<file path="config.mk">
export PLATFORM = sky130hd
export DESIGN_NAME = sprite_animator
export DESIGN_NICKNAME = d
export VERILOG_FILES = /design/src/rtl/sprite_pkg.sv /design/src/rtl/anim_frame_counter.sv /design/src/rtl/sprite_animator.sv
export SDC_FILE = /design/constraint.sdc
export NUM_CORES = 1
export LEC_CHECK = 0
export ABC_AREA = 1
export BUFFER_PORTS_ARGS = -buffer_cell sky130_fd_sc_hd__clkbuf_2
export CAP_MARGIN = 20
export CELL_PAD_IN_SITES_DETAIL_PLACEMENT = 1
export CELL_PAD_IN_SITES_GLOBAL_PLACEMENT = 1
export CORE_MARGIN = 3
export CORE_UTILIZATION = 35
export CTS_BUF_LIST = sky130_fd_sc_hd__clkbuf_8
export DETAILED_ROUTE_END_ITERATION = 10
export GPL_ROUTABILITY_DRIVEN = 1
export PLACE_DENSITY_LB_ADDON = 0.1
export SLEW_MARGIN = 25
export SYNTH_ARGS = -nofsm -noshare
export SYNTH_HDL_FRONTEND = slang
export SYNTH_SLANG_ARGS = --single-unit
</file>
<file path="constraint.sdc">
create_clock -name clk -period 1.4 [get_ports clk]
set_input_delay 0.28 -clock clk [delete_from_list [all_inputs] [get_ports clk]]
set_output_delay 0.28 -clock clk [all_outputs]
set_load 0.02 [all_outputs]
</file>
<file path="src/rtl/sprite_pkg.sv">
`default_nettype none
// ============================================================================
// Module  : sprite_pkg
// Purpose : Shared sprite action encoding and default animation timing.
// Revision: 1.0 - initial release
// ============================================================================
package sprite_pkg;

    typedef enum logic [2:0] {
        STAND    = 3'd0,
        PUNCH    = 3'd1,
        JUMP     = 3'd2,
        CROUCH   = 3'd3,
        WALK_L   = 3'd4,
        WALK_R   = 3'd5,
        DEATH    = 3'd6,
        RESERVED = 3'd7
    } sprite_idx_t;

    typedef sprite_idx_t state_t;

    localparam int ANIM_DIV_DEF  = 4;
    localparam int JUMP_HALF_DEF = 8;
    localparam int JUMP_STEP_DEF = 2;

    function automatic logic is_locked(input sprite_idx_t s);
        return (s == PUNCH) || (s == JUMP);
    endfunction

endpackage
`default_nettype wire

</file>
<file path="src/rtl/anim_frame_counter.sv">
`default_nettype none
// ============================================================================
// Module  : anim_frame_counter
// Purpose : ANIM_DIV tick divider feeding a 2-bit frame counter (wrap/saturate).
// Revision: 1.0 - initial release
// ============================================================================
module anim_frame_counter
    import sprite_pkg::*;
#(
    parameter int ANIM_DIV = ANIM_DIV_DEF
) (
    input  logic       clk,
    input  logic       rst_n,
    input  logic       i_en,
    input  logic       i_clear,
    input  logic       i_sat,
    output logic [1:0] o_frame_num,
    output logic       o_wrap
);

    localparam int                 c_div_w   = (ANIM_DIV > 1) ? $clog2(ANIM_DIV) : 1;
    localparam logic [c_div_w-1:0] c_div_max = c_div_w'(ANIM_DIV - 1);

    logic [c_div_w-1:0] r_div;
    logic [1:0]         r_frame;

    // Wrap ignores i_clear so the owner can decide on clearing without a loop.
    assign o_wrap      = i_en && (r_div == c_div_max);
    assign o_frame_num = r_frame;

    always_ff @(posedge clk or negedge rst_n) begin
        if (!rst_n) begin
            r_div   <= '0;
            r_frame <= 2'd0;
        end else if (i_en) begin
            if (i_clear) begin
                r_div   <= '0;
                r_frame <= 2'd0;
            end else if (r_div == c_div_max) begin
                r_div <= '0;
                if (!(i_sat && (r_frame == 2'd3))) begin
                    r_frame <= r_frame + 2'd1;
                end
            end else begin
                r_div <= r_div + 1'b1;
            end
        end
    end

endmodule
`default_nettype wire

</file>
<file path="src/rtl/sprite_animator.sv">
`default_nettype none
// ============================================================================
// Module  : sprite_animator
// Purpose : Turns per-frame action indices into timed sprite animations.
//           Optional macro SPRITE_PUNCH_CANCEL_EN lets a jump abort a punch.
// Revision: 1.0 - initial release
// ============================================================================
module sprite_animator
    import sprite_pkg::*;
#(
    parameter int ANIM_DIV  = ANIM_DIV_DEF,
    parameter int JUMP_HALF = JUMP_HALF_DEF,
    parameter int JUMP_STEP = JUMP_STEP_DEF,
    parameter int OFS_W     = 8
) (
    input  logic             clk,
    input  logic             rst_n,
    input  logic             i_frame_tick,
    input  logic [2:0]       i_sprite_index,
    output logic [2:0]       o_sprite_sel,
    output logic [1:0]       o_frame_num,
    output logic [4:0]       o_rom_slot,
    output logic [OFS_W-1:0] o_jump_offset,
    output logic             o_busy,
    output logic             o_dead,
    output logic             o_death_done
);

`ifdef SPRITE_PUNCH_CANCEL_EN
    localparam bit c_cancel = 1'b1;
`else
    localparam bit c_cancel = 1'b0;
`endif

    localparam logic [OFS_W-1:0] c_step = OFS_W'(JUMP_STEP);
    localparam logic [OFS_W-1:0] c_peak = OFS_W'(JUMP_HALF * JUMP_STEP);

    generate
        if (JUMP_HALF * JUMP_STEP > (2 ** OFS_W) - 1) begin : g_peak_overflow
            $error("sprite_animator: jump peak does not fit OFS_W");
        end
    endgenerate

    state_t             r_state, w_state_nxt;
    logic [OFS_W-1:0]   r_ofs, w_ofs_nxt;
    logic               r_desc, w_desc_nxt;
    logic               r_busy, w_busy_nxt;
    logic               r_dead, w_dead_nxt;
    logic               r_done, w_done_nxt;
    logic               w_clr, w_sample, w_wrap;
    logic [1:0]         w_cnt_frame;
    sprite_idx_t        w_idx;

    assign w_idx = (i_sprite_index == RESERVED) ? STAND : sprite_idx_t'(i_sprite_index);

    anim_frame_counter #(
        .ANIM_DIV    (ANIM_DIV)
    ) u_frame_cnt (
        .clk         (clk),
        .rst_n       (rst_n),
        .i_en        (i_frame_tick),
        .i_clear     (w_clr),
        .i_sat       (r_state == DEATH),
        .o_frame_num (w_cnt_frame),
        .o_wrap      (w_wrap)
    );

    always_comb begin
        w_state_nxt = r_state;
        w_ofs_nxt   = r_ofs;
        w_desc_nxt  = r_desc;
        w_busy_nxt  = r_busy;
        w_dead_nxt  = r_dead;
        w_done_nxt  = r_done;
        w_clr       = 1'b0;
        w_sample    = 1'b0;

        case (r_state)
            DEATH: begin
                if (w_wrap && (w_cnt_frame >= 2'd2)) begin
                    w_done_nxt = 1'b1;
                end
            end
            PUNCH: begin
                if (w_wrap && (w_cnt_frame == 2'd3)) begin
                    w_sample = 1'b1;
                end else if (c_cancel && (w_idx == JUMP)) begin
                    w_sample = 1'b1;
                end
            end
            JUMP: begin
                if (!r_desc) begin
                    if (r_ofs == c_peak) begin
                        w_desc_nxt = 1'b1;
                        w_ofs_nxt  = r_ofs - c_step;
                    end else begin
                        w_ofs_nxt  = r_ofs + c_step;
                    end
                end else if (r_ofs == c_step) begin
                    w_sample = 1'b1;
                end else begin
                    w_ofs_nxt = r_ofs - c_step;
                end
            end
            default: w_sample = 1'b1;
        endcase

        if (w_sample) begin
            w_state_nxt = w_idx;
            // Holding the same walk direction keeps the stride cycle running.
            w_clr       = !(((w_idx == WALK_L) || (w_idx == WALK_R)) && (w_idx == r_state));
            w_ofs_nxt   = (w_idx == JUMP) ? c_step : '0;
            w_desc_nxt  = 1'b0;
            w_busy_nxt  = is_locked(w_idx);
        end

        if ((w_idx == DEATH) && (r_state != DEATH)) begin
            w_state_nxt = DEATH;
            w_clr       = 1'b1;
            w_ofs_nxt   = '0;
            w_desc_nxt  = 1'b0;
            w_busy_nxt  = 1'b0;
            w_dead_nxt  = 1'b1;
        end
    end

    always_ff @(posedge clk or negedge rst_n) begin
        if (!rst_n) begin
            r_state <= STAND;
            r_ofs   <= '0;
            r_desc  <= 1'b0;
            r_busy  <= 1'b0;
            r_dead  <= 1'b0;
            r_done  <= 1'b0;
        end else if (i_frame_tick) begin
            r_state <= w_state_nxt;
            r_ofs   <= w_ofs_nxt;
            r_desc  <= w_desc_nxt;
            r_busy  <= w_busy_nxt;
            r_dead  <= w_dead_nxt;
            r_done  <= w_done_nxt;
        end
    end

    assign o_sprite_sel  = r_state;
    assign o_frame_num   = (r_state == JUMP) ? {1'b0, r_desc} : w_cnt_frame;
    assign o_rom_slot    = {o_sprite_sel, o_frame_num};
    assign o_jump_offset = r_ofs;
    assign o_busy        = r_busy;
    assign o_dead        = r_dead;
    assign o_death_done  = r_done;

endmodule
`default_nettype wire

</file>
==> flow_summary.yaml <==
timing:
  hold_viol_final: 0
  slew_headroom_pct: 66.51
  min_period_ps: 1648
  max_freq_ghz: 0.6068
  setup_viol: 20
  tightest_slew_ps: 502.3
  skew_ps: 1.287
  setup_ws_ps: -248.0
  fin_crit_sh_pct: 117.7
  fin_setup_tns_ps: -2997
  slew_violations: 0
  rsz0062_at_grt: "true"
critical_path:
  crit_start: "o_sprite_sel[0]$_DFFE_PN0P_"
  r2r-start: "o_sprite_sel[0]$_DFFE_PN0P_"
  critical_path.endpoint: "o_frame_num[1]"
  cp_data_arrival_time_ps: 1370
  slowest_stage: "dfrtp_2"
  required_ps: 1120
  cp-end-kind: "primary output"
  crit_fanout: 4
  slowest_delay_ps: 410
  rrSetupSlack_ps: -200
  crit_path_start_kind: "flip-flop"
  cp_cell_sequence: "inv_2 > nand2_4 > nor2_4 > inv_2 > buf_6 > nand2_4 > inv_4 > buf_8"
  criticalPathCategory: "reg -> out"
  timing.rr.end: "o_jump_offset[7]$_DFFE_PN0P_"
  rr_worst_depth: 10
route:
  drc: 0
  ant_nets: 0
  wl_um: 4835
  wl_per_cell_um: 15.90
  dr.first_iter.drc_count: 66
  vias_per_cell: 5.039
  vias: 1532
  drt_first_pass_iters: 4
placement:
  port_buffers: 25
  placed_cell_area_sq_um: 1768
  gp_congestion: 0.8588
  dp_hpwl_um: 3387
finish:
  fillers: 462
  layout_commonest_cell: "nand2_1"
  diodes: 0
  fin_nets: 271
  drive_above_1_share_pct: 43.80
  fin_area_sq_um: 2059
  area_growth_pct: 52.55
  final_cell_mix: "nand2_1, buf_4, clkbuf_2"
logic_synthesis:
  synth_area_leaders: "dfrtp_1, nand2_1, nand3_1"
  yosysTopAreaCellShare_pct: 33.36
  yosysSeqAreaShare_pct: 33.36
  synth_cell_types: 30
  synthesis.nets: 202
  yosys_register_bits: 18
  syn_area_sq_um: 1350
  synthCells: 191
  yosysTopAreaCell: "dfrtp_1"
  yosys_warnings: 0
  syn_avg_cell_area_sq_um: 7.068
global_routing:
  antenna_found_initial: 0
  grt_overflow: 0
  grt_pass1_wl_um: 8176
  grt_max_degree: 19
  grt_pass1_vias: 1625
  grt_util_all_layers_pct: 23.40
floorplanning:
  die_area_sq_um: 4638
  die_w_um: 68.11
  die_h_um: 68.11
  placementRows: 21
  ios: 27
  start_util_pct: 38.34
  core_sq_um: 3521
cts:
  htreeDepth: 1
  clk_latency_ps: 260
  numCtsBuffers: 3
  root_buffer: "clkbuf_8"
  cts_tree: "built"
  cts_buffer_depth: 2
  clock-sinks: 18
  path_clk_slew_ps: 70
min_path:
  hold_depth: 4
  holdCritPathClass: "in -> reg"
power_and_ir_drop:
  leakagePower_uw: 0.001055
  power_per_cell_area_nw_per_um2: 1682
  ir_drop_v: 0.0008525
  total_power_uw: 3464
status:
  status: "complete, but fails checks"
  violations: "setup timing"
run:
  cap_violations: 0
==> kinds of logic (layout without fill, tap and decap cells) <==
logic type	after synthesis	count (layout)	share of synthesized area [%]
and+or+nand+nor	104	106	36.61
adders and majority gates	5	5	4.634
xor gates and xnor gates	3	3	1.947
other	1	1	0.2778
buffers and inverters	31	96	10.94
AOI/OAI and AO/OA	29	29	12.23
DFF	18	18	33.36
==> registers in the layout, indices dropped and copies added, names as in the netlist <==
register and flops:
r_desc 1, u_frame_cnt.r_div 2, o_jump_offset 7, o_dead 1
o_death_done 1, u_frame_cnt.o_frame_num 2, o_busy 1, o_sprite_sel 3
==> layer usage <==
| layer | part of all wire (%) | GRT usage [%] |
|---|---|---|
| met3 | 4.4 | 3.941 |
| met2 | 48 | 40.07 |
| met4 | 0.81 | 2.730 |
| met5 | 0 | 0 |
| met1 | 46 | 31.65 |
==> through the flow <==
step                      setup WS (ps)  util, %  hold WS, ps  instances
after floorplan                  -71.63        -       -15.59        191
after global placement           -113.0    50.21        256.8        290
after detailed placement         -185.6    50.21        261.4        290
after CTS                        -217.9    57.32        393.1        303
after global routing             -308.5    58.49        468.5        304
final                            -248.0    58.49        378.0        304
==> area by class of cell <==
class                   count  area (sq um)  area share (%)
multi-input cells         144         923.4           44.84
inverters                  23         88.84           4.313
flip-flops and latches     18         456.7           22.17
well taps                  46         57.56           2.795
repair buffers             70         491.7           23.88
clock buffers               3         41.29           2.005
==> worst min path at each step <==
| stage | startpoint | to | slack [ps] |
|---|---|---|---|
| 2_1_floorplan | rst_n | o_busy$_DFFE_PN0P_ | -20 |
| 5_1_grt | i_sprite_index[0] | o_busy$_DFFE_PN0P_ | 470 |
| 4_1_cts | i_sprite_index[0] | o_busy$_DFFE_PN0P_ | 390 |
| 3_3_place_gp | rst_n | o_jump_offset[5]$_DFFE_PN0P_ | 260 |
| 3_5_place_dp | rst_n | o_jump_offset[5]$_DFFE_PN0P_ | 260 |
| 6_report | i_sprite_index[0] | o_busy$_DFFE_PN0P_ | 380 |
==> worst max-delay path, delay by kind of cell, from the launching register on <==
family,cells,cell delay [ps]
and+or+nand+nor,3,290
buffers and inverters,5,420
DFF,1,410
==> report_power, final <==
part / switching (uW) / total [uW] / internal [uW]
sequential: 142 / 791 / 649
clock: 189 / 381 / 192
combinational: 1330 / 2290 / 958
==> cells in the mapped netlist (all sizes together) <==
cell type,number
buf,8
o21bai,2
conb,1
nand2,63
o21ai,20
a21oi,5
nor3,2
ha,5
nor4,1
xnor2,1
o22ai,1
nor2,13
xor2,2
nand4,5
o211ai,1
nand3,20
inv,23
dfrtp,18
==> what timing repair did <==
action | 4_1_cts | 5_1_grt
hold buffers | 1 | 0
hold endpoints to repair | 18 | 0
endpoints found under the setup margin | 20 | 20
pin swaps | 10 | 10
setup buffers | 9 | 1
gates resized for setup | 27 | 10
gates cloned | 2 | 0
No activity file was read; power rests on OpenSTA's default activity.
